File: src/rtl/alu_regfile_pkg.sv
// alu_regfile_pkg: shared opcodes, ALU codes, FSM states and PSR layout for alu_regfile_ctrl
package alu_regfile_pkg;
   localparam logic [3:0] OP_ADD = 4'd0;
   localparam logic [3:0] OP_SUB = 4'd1;
   localparam logic [3:0] OP_CMP = 4'd2;
   localparam logic [3:0] OP_AND = 4'd3;
   localparam logic [3:0] OP_OR  = 4'd4;
   localparam logic [3:0] OP_XOR = 4'd5;
   localparam logic [3:0] OP_MOV = 4'd6;
   localparam logic [3:0] OP_LSH = 4'd7;
   localparam logic [2:0] ALU_ADD = 3'd0;
   localparam logic [2:0] ALU_SUB = 3'd1;
   localparam logic [2:0] ALU_AND = 3'd2;
   localparam logic [2:0] ALU_OR  = 3'd3;
   localparam logic [2:0] ALU_XOR = 3'd4;
   localparam logic [2:0] ALU_MOV = 3'd5;
   localparam logic [2:0] ALU_LSH = 3'd6;
   localparam int PSR_C = 0;
   localparam int PSR_L = 1;
   localparam int PSR_F = 2;
   localparam int PSR_Z = 3;
   localparam int PSR_N = 4;
   localparam logic [4:0] MASK_ARITH = 5'b00101;
   localparam logic [4:0] MASK_CMP   = 5'b11010;
   typedef enum logic [1:0] {S_IDLE, S_READ, S_EXEC, S_WB} state_t;
endpackage

File: src/rtl/alu_regfile_ctrl_op_decode.sv
// op_decode: maps an opcode to its ALU code, writeback enable, PSR update mask and illegal flag
//   op_i          instruction opcode
//   alu_op_o      ALU operation code (illegal opcodes drive ADD)
//   writes_rd_o   result is written back to rdest
//   flag_mask_o   PSR bits sampled at the end of EXEC, {N,Z,F,L,C}
//   illegal_o     opcode 8-15
module op_decode
   import alu_regfile_pkg::*;
#(
   parameter int OPW  = 4,
   parameter int ALUW = 3
) (
   input  logic [OPW-1:0]  op_i,
   output logic [ALUW-1:0] alu_op_o,
   output logic            writes_rd_o,
   output logic [4:0]      flag_mask_o,
   output logic            illegal_o
);
   always_comb begin
      alu_op_o    = ALU_ADD;
      writes_rd_o = 1'b1;
      flag_mask_o = '0;
      illegal_o   = 1'b0;
      case (op_i)
         OP_ADD: flag_mask_o = MASK_ARITH;
         OP_SUB: begin
            alu_op_o    = ALU_SUB;
            flag_mask_o = MASK_ARITH;
         end
         OP_CMP: begin
            alu_op_o    = ALU_SUB;
            flag_mask_o = MASK_CMP;
            writes_rd_o = 1'b0;
         end
         OP_AND: alu_op_o = ALU_AND;
         OP_OR:  alu_op_o = ALU_OR;
         OP_XOR: alu_op_o = ALU_XOR;
         OP_MOV: alu_op_o = ALU_MOV;
         OP_LSH: alu_op_o = ALU_LSH;
         default: begin
            illegal_o   = 1'b1;
            writes_rd_o = 1'b0;
         end
      endcase
   end
endmodule

File: src/rtl/alu_regfile_ctrl.sv
// alu_regfile_ctrl: multi-cycle IDLE/READ/EXEC/WB sequencer for a 16x16 regfile + ALU, with host write arbitration
//   instr_*           valid/ready instruction port (op, rdest, rsrc)
//   host_we/host_wa   host preload request, granted combinationally in IDLE (host_grant)
//   ra1/ra2/wa        regfile addresses; regwrite/wd_sel write enable and data select (1 = host)
//   alu_op, alu_*     ALU operation code out, flags in; psr = {N,Z,F,L,C}
//   busy/done         instruction in flight / completion pulse
// Build option: CMP_SKIP_WB_EN lets CMP and illegal opcodes finish in EXEC.
module alu_regfile_ctrl
   import alu_regfile_pkg::*;
#(
   parameter int REG_AW = 4,
   parameter int OPW    = 4,
   parameter int ALUW   = 3
) (
   input  logic              clk,
   input  logic              reset_n,
   input  logic              instr_valid,
   output logic              instr_ready,
   input  logic [OPW-1:0]    instr_op,
   input  logic [REG_AW-1:0] instr_rdest,
   input  logic [REG_AW-1:0] instr_rsrc,
   input  logic              host_we,
   input  logic [REG_AW-1:0] host_wa,
   output logic              host_grant,
   output logic [REG_AW-1:0] ra1,
   output logic [REG_AW-1:0] ra2,
   output logic [REG_AW-1:0] wa,
   output logic              regwrite,
   output logic              wd_sel,
   output logic [ALUW-1:0]   alu_op,
   input  logic              alu_c,
   input  logic              alu_l,
   input  logic              alu_f,
   input  logic              alu_z,
   input  logic              alu_n,
   output logic [4:0]        psr,
   output logic              busy,
   output logic              done
);
   state_t              state_q, state_d;
   logic [OPW-1:0]      op_q;
   logic [REG_AW-1:0]   ra1_q, ra2_q, wa_q;
   logic [ALUW-1:0]     alu_op_q;
   logic [4:0]          psr_q;
   logic [ALUW-1:0]     dec_alu_op;
   logic                dec_writes_rd;
   logic [4:0]          dec_mask;
   logic                dec_illegal;
   logic                idle, host_go, accept;
   logic [4:0]          flags;

   op_decode #(.OPW(OPW), .ALUW(ALUW)) u_dec (
      .op_i        (op_q),
      .alu_op_o    (dec_alu_op),
      .writes_rd_o (dec_writes_rd),
      .flag_mask_o (dec_mask),
      .illegal_o   (dec_illegal)
   );

   assign idle        = state_q == S_IDLE;
   assign host_go     = idle & host_we;
   assign accept      = idle & instr_valid & ~host_we;
   assign flags       = {alu_n, alu_z, alu_f, alu_l, alu_c};
   assign instr_ready = idle & ~host_we;
   assign host_grant  = host_go;
   assign wd_sel      = host_go;
   assign regwrite    = host_go | (state_q == S_WB && dec_writes_rd);
   assign wa          = host_go ? host_wa : wa_q;
   assign ra1         = ra1_q;
   assign ra2         = ra2_q;
   assign alu_op      = alu_op_q;
   assign psr         = psr_q;
   assign busy        = ~idle;

   always_comb begin
      state_d = state_q;
      done    = 1'b0;
      case (state_q)
         S_IDLE: state_d = accept ? S_READ : S_IDLE;
         S_READ: state_d = S_EXEC;
         S_EXEC: begin
`ifdef CMP_SKIP_WB_EN
            // non-writing opcodes (CMP, illegal) have nothing to do in WB
            state_d = dec_writes_rd ? S_WB : S_IDLE;
            done    = ~dec_writes_rd;
`else
            state_d = S_WB;
`endif
         end
         S_WB: begin
            state_d = S_IDLE;
            done    = 1'b1;
         end
         default: state_d = S_IDLE;
      endcase
   end

   always_ff @(posedge clk or negedge reset_n) begin
      if (!reset_n) begin
         state_q  <= S_IDLE;
         op_q     <= '0;
         ra1_q    <= '0;
         ra2_q    <= '0;
         wa_q     <= '0;
         alu_op_q <= '0;
         psr_q    <= '0;
      end else begin
         state_q <= state_d;
         if (accept) begin
            op_q  <= instr_op;
            ra1_q <= instr_rdest;
            ra2_q <= instr_rsrc;
         end
         // wa keeps the last address actually presented, host or writeback
         if (host_go) wa_q <= host_wa;
         if (state_q == S_READ) alu_op_q <= dec_alu_op;
         if (state_q == S_EXEC) begin
            if (!dec_illegal) psr_q <= (psr_q & ~dec_mask) | (flags & dec_mask);
            if (dec_writes_rd) wa_q <= ra1_q;
         end
      end
   end
endmodule
File: config.mk
export PLATFORM = sky130hd
export DESIGN_NAME = alu_regfile_ctrl
export DESIGN_NICKNAME = d
export VERILOG_FILES = /design/src/rtl/alu_regfile_pkg.sv /design/src/rtl/alu_regfile_ctrl_op_decode.sv /design/src/rtl/alu_regfile_ctrl.sv
export SDC_FILE = /design/constraint.sdc
export NUM_CORES = 1
export LEC_CHECK = 0
export BUFFER_PORTS_ARGS = -buffer_cell sky130_fd_sc_hd__clkbuf_2
export CORE_ASPECT_RATIO = 2
export CORE_MARGIN = 5
export CORE_UTILIZATION = 43
export CTS_CLUSTER_SIZE = 16
export DETAILED_ROUTE_END_ITERATION = 7
export PLACE_DENSITY = 0.77
export RECOVER_POWER = 100
export SLEW_MARGIN = 20
export SYNTH_ARGS = -nofsm -noshare
export SYNTH_HDL_FRONTEND = slang
export SYNTH_HIERARCHICAL = 1
export SYNTH_SLANG_ARGS = --single-unit
File: constraint.sdc
create_clock -name clk -period 1.5 [get_ports clk]
set_input_delay 0.3 -clock clk [delete_from_list [all_inputs] [get_ports clk]]
set_output_delay 0.3 -clock clk [all_outputs]
set_load 0.01 [all_outputs]
==> reports/results.ini, run 1 <==
[status]
outcome = finished with violations
violations = setup timing

[final_layout]
antennaDiodeCount = 0
fin_nets = 199
drive_gt1_share_pct = 62.5
area.growth.synth_to_final_pct = 36.6
postLayoutCoreUtil_pct = 61.8
mostFrequentLayoutCells = 40 x clkbuf_2, 26 x dfrtp_1, 13 x buf_4
final_common_cell = clkbuf_2
n_fill_cell = 234

[clock_tree]
cts_sinks = 26
cts_tree = done
insertion_delay_ns = 0.28
clock_path_buffers = 2
clk_pin_slew_ns = 0.09
cts_max_level = 1
numCtsBuffers = 3
hold_buffers = 0
cts-root-buf = clkbuf_8

[pwr]
p_per_area_nw_per_um2 = 2250
ir_worst_vdd_mv = 1.16
finalPower_w = 0.00415
p_leak_nw = 0.961

[timing]
final-max-slew-violation-count = 0
clock-skew-final_ns = 0.00509
worstMarginPinSlew_ns = 1.35
fin_crit_ns = 1.68
fin_ws_ns = -0.177
setup_violations = 20
fin_crit_sh_pct = 112
hold_viol_final = 0
max_slew_margin_pct = 9.77
rsz0062_at_grt = true
max_freq_mhz = 596

[yosys]
syn_area_per_cell_um2 = 12.4
yosys.cell_types.count = 24
ys_seq_area_share_pct = 48.3
syn_area_um2 = 1350
syn_nets = 139
yosys_warnings = 6
ys_seq_elements = 26
synth_cells = 109

[drt]
post_drt_wl_per_cell_um = 15.1
drc_errors = 0
drt-initial-drc-count = 10
wirelength_um = 2990
top_layer = met4
vias = 1038
ant_nets = 0
met3_length_um = 215
met2_length_um = 1680
via_per_inst = 5.24
m1WireLength_um = 1010
first_pass_iters = 3

[place]
io_buffers = 50
place_congestion = 0.730
place_ws_ns = -0.0724
post-dp-hpwl_um = 2380

[global_routing]
grt_start_max_net_pins = 27
grt.total_usage_pct = 14.2
grt_overflow = 0
antenna_found_initial = 0
grt_pass1_wl_um = 4940
grt_pass1_vias = 1106

[setup_path]
worstSetupPathType = reg -> out
path_max_fanout = 6
start_kind = flop
required_ns = 1.20
crit_path_end_kind = output port
arrival_ns = 1.38

[die]
io_pins = 51
die_area_um2 = 4420
initial_core_util_pct = 45.3
coreArea_um2 = 2980
die-width_um = 49.6
dieHeight_um = 89.2
num_rows = 28

[min_path]
hp-class = in -> reg

[run]
cap_violations = 0

area by class of cell:
| class | count | area, um2 | share of cell area, % |
|---|---|---|---|
| clock inverter | 1 | 30.0 | 1.63 |
| multi-input combinational | 69 | 673 | 36.6 |
| sequential | 26 | 651 | 35.4 |
| inverter | 5 | 18.8 | 1.02 |
| clock buffer | 3 | 41.3 | 2.24 |
| tap | 30 | 37.5 | 2.04 |
| timing repair buffer | 64 | 389 | 21.1 |
cells by family (layout without fill, tap and decap cells):
group,after synthesis,after routing,synth area share (%)
AO/OA/AOI/OAI,10,10,6.04
adder cells (fa/ha/maj),5,5,4.64
buffers and inverters,14,73,5.85
flip-flops,26,26,48.3
multiplexers,21,21,20.0
AND/OR/NAND/NOR,33,33,15.2
synth_stat cells:
cell | n | area, um2
nand3_1 | 4 | 20.0
buf_4 | 4 | 30.0
nor3_1 | 3 | 15.0
nand2_1 | 9 | 33.8
inv_1 | 5 | 18.8
nand3b_4 | 1 | 20.0
buf_2 | 3 | 15.0
mux2_4 | 9 | 135
a21oi_2 | 1 | 8.76
and3b_1 | 4 | 35.0
nor2_1 | 3 | 11.3
a21bo_2 | 4 | 40.0
ha_1 | 5 | 62.6
buf_6 | 1 | 11.3
nand3b_1 | 5 | 37.5
mux2_2 | 11 | 124
dfrtp_1 | 26 | 651
a31oi_1 | 4 | 25.0
nor4b_1 | 1 | 8.76
nor3b_1 | 2 | 15.0
mux2i_1 | 1 | 10.0
o21a_1 | 1 | 7.51
clkbuf_1 | 1 | 3.75
or3b_1 | 1 | 8.76
through the flow:
step | hold slack, ns | setup TNS, ns | cells | area (um2)
2_1_floorplan | 0.00441 | 0 | 109 | 1350
3_3_place_gp | 0.332 | 0 | 188 | 1640
3_5_place_dp | 0.364 | -0.750 | 188 | 1640
4_1_cts | 0.0472 | -2.03 | 197 | 1780
5_1_grt | 0.240 | -3.33 | 198 | 1840
6_report | 0.246 | -1.69 | 198 | 1840
routing by layer:
layer  track usage [%]  vias to the layer above
li1                  -                      491
met4              8.35                        0
met2              25.1                       35
met3              3.34                        9
met5                 0                        -
met1              15.1                      503
power by group:
part	internal, W	total [W]	switching (W)
logic	0.00127	0.00229	0.00102
registers	0.00106	0.00127	0.000218
clock network	0.000358	0.000583	0.000226
total	0.00269	0.00415	0.00146
critical path, cell delays in order, from the launching register on:
cell and delay, ns:
dfrtp_1 0.38, inv_2 0.06, ha_4 0.16, buf_6 0.12, a21bo_2 0.19, nand2_1 0.06, buf_2 0.13
path summary, 6_finish.rpt:
check | slack, ns | end | cells after the start | from
worst max-delay path | -0.18 | wa[0] | 6 | state_q[1]
worst min-delay path | 0.25 | op_q[3] | 2 | instr_op[3]
worst max register to register | -0.07 | ra1[1] | 6 | state_q[1]
worst min register to register | 0.51 | ra2[1] | 1 | ra2[1]
max in group asynchronous | 0.39 | wa_q[3] | 1 | reset_n
min in group asynchronous | 0.30 | asynchronous set/reset pin | 1 | reset_n
repair_timing:
item / in CTS / in global routing
buffers inserted: 5 / 1
gates resized for setup: 9 / 23
endpoints found under the setup margin: 21 / 22
gates cloned: 1 / 0
pin swaps: 5 / 0
hold endpoints to repair: 0 / 0
Power figures use the tool's default switching activity.
==> run 2: changes to the inputs <==
==> constraint.sdc (replaced) <==
create_clock -name clk -period 1.5 [get_ports clk]
set_input_delay 0.075 -clock clk [delete_from_list [all_inputs] [get_ports clk]]
set_output_delay 0.075 -clock clk [all_outputs]
set_load 0.01 [all_outputs]
==> run 2 against run 1 <==
Critical path type is now reg -> reg. Register-to-register slack gained 0.13 ns. Global-route usage about the same. Routed wire length is 0.20% lower. Core utilization is 3.0 points lower. The run now ends clean. Die area stayed put.
==> reports/results.ini, run 2 (same netlist as run 1, synthesis figures left out) <==
[die]
coreArea_um2 = 2980
io_pins = 51
die-width_um = 49.6
initial_core_util_pct = 45.3
die_area_um2 = 4420
num_rows = 28
dieHeight_um = 89.2

[setup_path]
required_ns = 1.66
path_max_fanout = 3
crit_slowest_cell = dfrtp_1
crit_path_end_kind = flop
start_kind = flop
crit_path_max_incr_delay_ns = 0.40
crit_top_cell = buf_4
critical_path.cell_chain = buf_4 -> nor4b_1 -> buf_4 -> nand3b_1 -> mux2_2
arrival_ns = 1.60
reg2reg_from = op_q[0]
r2r_slack_ns = 0.06
r2r_cells = 5
worstSetupPathType = reg -> reg

[clock_tree]
cts_max_level = 1
cts_tree = done
clock_path_buffers = 2
numCtsBuffers = 3
clk_pin_slew_ns = 0.09
cts-root-buf = clkbuf_8
cts_sinks = 26
insertion_delay_ns = 0.28

[min_path]
holdPathEnd = op_q[2]
holdPathStages = 2
worst_hold_startpoint = instr_op[2]
hp-class = in -> reg

[drt]
drt-initial-drc-count = 19
first_pass_iters = 4
drc_errors = 0
post_drt_wl_per_cell_um = 15.3
wirelength_um = 2980
via_per_inst = 5.15
ant_nets = 0
vias = 1005

[timing]
hold_viol_final = 0
fin_crit_sh_pct = 95.9
max_slew_margin_pct = 56.4
worstMarginPinSlew_ns = 0.654
fin_tns_setup_ns = 0
fin_ws_ns = 0.0618
final-max-slew-violation-count = 0
fin_crit_ns = 1.44
clock-skew-final_ns = 0.00777
max_freq_mhz = 695
setup_violations = 0
fin_hold_ws_ns = 0.0219

[global_routing]
grt_start_max_net_pins = 27
grt_pass1_vias = 1102
grt_overflow = 0
antenna_found_initial = 0
grt_pass1_wl_um = 5020
grt.total_usage_pct = 14.2

[place]
post-dp-hpwl_um = 2320
place_congestion = 0.746
io_buffers = 50
placed_cells = 186
place_ws_ns = 0.0565

[pwr]
p_leak_nw = 0.892
p_per_area_nw_per_um2 = 2230
ir_worst_vdd_mv = 1.43

[final_layout]
fin_nets = 196
postLayoutCoreUtil_pct = 58.8
antennaDiodeCount = 0
stdcell_count = 195
mostFrequentLayoutCells = 30 x clkbuf_2, 26 x dfrtp_1, 17 x clkbuf_1
final_common_cell = clkbuf_2
area.growth.synth_to_final_pct = 30.0
drive_gt1_share_pct = 47.9

[status]
outcome = completed

[run]
cap_violations = 0

run 2: changes by cell type in the layout (fill, tap and decap cells not counted), moves of 3 or more:
cell      delta
clkbuf_1    +16
clkbuf_2    -10
buf_6        -4
buf_4        -5
nand2_2      -3
nand2_1      +3
run 2: area by class of cell:
type                    instances  area (um2)
clock buffers                   3        41.3
clock inverters                 1        30.0
fillers                       249        1230
inverters                       5        18.8
multi-input cells              69         652
flip-flops and latches         26         651
well taps                      30        37.5
repair buffers                 61         322
run 2: per-layer routing:
layer | vias to the layer above | global-route usage, % | wire length, um
li1 | 484 | - | -
met5 | - | 0 | 0
met1 | 479 | 15.1 | 1050
met2 | 35 | 26.1 | 1660
met4 | 0 | 7.16 | 76
met3 | 7 | 2.34 | 194
run 2: worst max-delay path by stage:
stage / startpoint / to / cells after the start
2_1_floorplan: op_q[3] / flop / 4
3_3_place_gp: state_q[0] / ra2[2] / 4
3_5_place_dp: state_q[0] / ra1[0] / 4
4_1_cts: state_q[0] / wa[3] / 6
5_1_grt: state_q[1] / instr_ready / 5
6_report: op_q[0] / flop / 5
run 2: per-stage QoR:
stage	power (W)	cell area, um2
2_1_floorplan	0.00252	1350
3_3_place_gp	0.00307	1620
3_5_place_dp	0.00319	1620
4_1_cts	0.00389	1740
5_1_grt	0.00418	1750
6_report	0.00390	1750
run 2: where the power goes:
group	switching [W]	leakage (nW)	internal, W
sequential	0.000201	0.311	0.00106
combinational	0.000993	0.545	0.00107
clock	0.000228	0.0357	0.000358
run 2: critical path: cells and delay by family, from the launching register on:
family | cells | cell delay (ns)
flip-flops | 1 | 0.40
buffers and inverters | 2 | 0.31
multiplexers | 1 | 0.28
AND/OR/NAND/NOR | 2 | 0.34
run 2: repair_timing:
action                                  CTS  global route
hold buffers                              1             0
setup buffers                             2             3
endpoints found under the setup margin    8             9
endpoints found under the hold margin    26             0
pin swaps                                 0             2
gates resized for setup                   7             8
==> run 3: changes to the inputs <==
--- a/config.mk
+++ b/config.mk
@@ -5,13 +5,13 @@
 export SDC_FILE = /design/constraint.sdc
 export NUM_CORES = 1
 export LEC_CHECK = 0
-export BUFFER_PORTS_ARGS = -buffer_cell sky130_fd_sc_hd__clkbuf_2
 export CORE_ASPECT_RATIO = 2
 export CORE_MARGIN = 5
-export CORE_UTILIZATION = 43
+export CORE_UTILIZATION = 45
 export CTS_CLUSTER_SIZE = 16
 export DETAILED_ROUTE_END_ITERATION = 7
-export PLACE_DENSITY = 0.77
+export DONT_BUFFER_PORTS = 1
+export PLACE_DENSITY = 0.65
 export RECOVER_POWER = 100
 export SLEW_MARGIN = 20
 export SYNTH_ARGS = -nofsm -noshare
==> run 3 against run 2 <==
Clock power shrank 23%. Clock skew is 0.0056 ns lower. Critical path depth did not move. Fmax rose by 0.17%. Register-to-register slack better by 0.09 ns. First-iteration DRC count decreased by 16%. Core utilization decreased by 1.6 points. Highest routed layer unchanged.
==> reports/results.ini, run 3 (same netlist as run 1, synthesis figures left out) <==
[global_routing]
grt_pass1_vias = 1018
grt_pass1_wl_um = 4850
antenna_found_initial = 0
grt.total_usage_pct = 14.2
grt_start_max_net_pins = 27
grt_overflow = 0

[final_layout]
multiInputGateArea_um2 = 616
area.growth.synth_to_final_pct = 23.5
drive_gt1_share_pct = 30.1
stdcell_count = 166
seqCellArea_um2 = 651
mostFrequentLayoutCells = 26 x dfrtp_1, 22 x dlygate4sd3_1, 11 x mux2_2
fin_area_um2 = 1660
fin_nets = 167
antennaDiodeCount = 0
final_common_cell = dfrtp_1
n_fill_cell = 246

[clock_tree]
cts_sinks = 26
insertion_delay_ns = 0.26
clock_path_buffers = 2
cts-root-buf = clkbuf_8
clk_pin_slew_ns = 0.09
numCtsBuffers = 3
cts_tree = done
cts_max_level = 1

[min_path]
worst_hold_startpoint = host_wa[3]
holdPathEnd = wa_q[3]
holdPathStages = 2
hp-class = in -> reg

[place]
post-dp-hpwl_um = 2070
place_ws_ns = 0.0264
io_buffers = 0
postPlaceCellArea_um2 = 1380
place_congestion = 0.737
placed_cells = 137

[drt]
wirelength_um = 2990
post_drt_wl_per_cell_um = 18.0
drc_errors = 0
vias = 931
first_pass_iters = 4
drt-initial-drc-count = 16
via_per_inst = 5.61
ant_nets = 0

[timing]
clock-skew-final_ns = 0.00217
worstMarginPinSlew_ns = 0.651
fin_crit_sh_pct = 95.7
hold_viol_final = 0
fin_ws_ns = 0.0642
fin_tns_setup_ns = 0
setup_violations = 0
rsz0062_at_grt = false
fin_crit_ns = 1.44
max_slew_margin_pct = 56.6
max_freq_mhz = 696
final-max-slew-violation-count = 0

[die]
coreArea_um2 = 2910
initial_core_util_pct = 46.3
die-width_um = 48.7
num_rows = 28
dieHeight_um = 87.4
die_area_um2 = 4260
io_pins = 51

[setup_path]
r2r_slack_ns = 0.15
cp.buffers_inverters = 2
r2r_cells = 4
start_kind = flop
reg2reg_from = state_q[0]
critical_path.cell_chain = inv_2 -> ha_4 -> buf_4 -> a21bo_2 -> nand2_2
crit_path_end_kind = output port
crit_path_max_incr_delay_ns = 0.38
crit_slowest_cell = dfrtp_1
r2r-end = op_q[2]
arrival_ns = 1.36
cp_top_family = flip-flops
worstSetupPathType = reg -> out
required_ns = 1.42
path_max_fanout = 10

[pwr]
finalPower_w = 0.00334
ir_worst_vdd_mv = 1.24
p_leak_nw = 0.755
p_per_area_nw_per_um2 = 2000

[run]
cap_violations = 0

[status]
outcome = completed

## run 3: cell types whose count changed in the layout (fill, tap and decap cells not counted), moves of 2 or more
cell,delta
clkbuf_2,-28
mux2_4,-9
nand2_2,+4
nor2_2,+2
nand2_1,-4
mux2_1,+9
dlygate4sd3_1,+21
buf_6,-2
clkbuf_1,-16
buf_2,-3
## run 3: how the worst max path moves through the flow
stage                           from       to  slack, ns  cells after the start
after detailed placement  state_q[0]  op_q[2]       0.03                      4
final                     state_q[0]    wa[2]       0.06                      5
after CTS                 state_q[0]    wa[2]       0.01                      5
after floorplan              op_q[3]     flop      0.004                      4
after global placement    state_q[0]     flop       0.11                      4
after global routing      state_q[0]    wa[3]       0.01                      5
## run 3: area by class of cell
| class | count | share of cell area (%) |
|---|---|---|
| Sequential cell | 26 | 39.1 |
| Clock buffer | 4 | 3.31 |
| Timing Repair Buffer | 32 | 17.2 |
| Multi-Input combinational cell | 69 | 37.0 |
| Inverter | 5 | 1.13 |
| Tap cell | 30 | 2.26 |
## run 3: per-layer routing
metal / global-route usage (%) / part of all wire (%)
met5: 0 / 0
met4: 5.15 / 0.87
met1: 14.1 / 36
met2: 26.7 / 55
met3: 4.80 / 7.4
## run 3: where the power goes
part / internal, W / switching [W]
Clock: 0.000234 / 0.000218
Sequential: 0.00106 / 0.000324
Combinational: 0.000754 / 0.000750
## run 3: worst register-to-register path, cell delays in order, from the launching register on
cell	delay (ns)
dfrtp_1	0.41
inv_2	0.10
ha_4	0.16
nand3b_4	0.19
mux2_1	0.38
## run 3: metrics by stage
step / hold WS, ns / util [%]
floorplan: -0.221 / -
global placement: -0.220 / 47.4
detailed placement: -0.220 / 47.4
CTS: 0.00361 / 58.2
global route: 0.0410 / 57.2
finish: 0.0251 / 57.2
## run 3: repair_timing
action | CTS | global route
buffers inserted | 2 | 0
hold buffers | 23 | 0
gates resized for setup | 2 | 11
endpoints found under the hold margin | 46 | 0
setup endpoints to repair | 8 | 15
cloned | 0 | 0
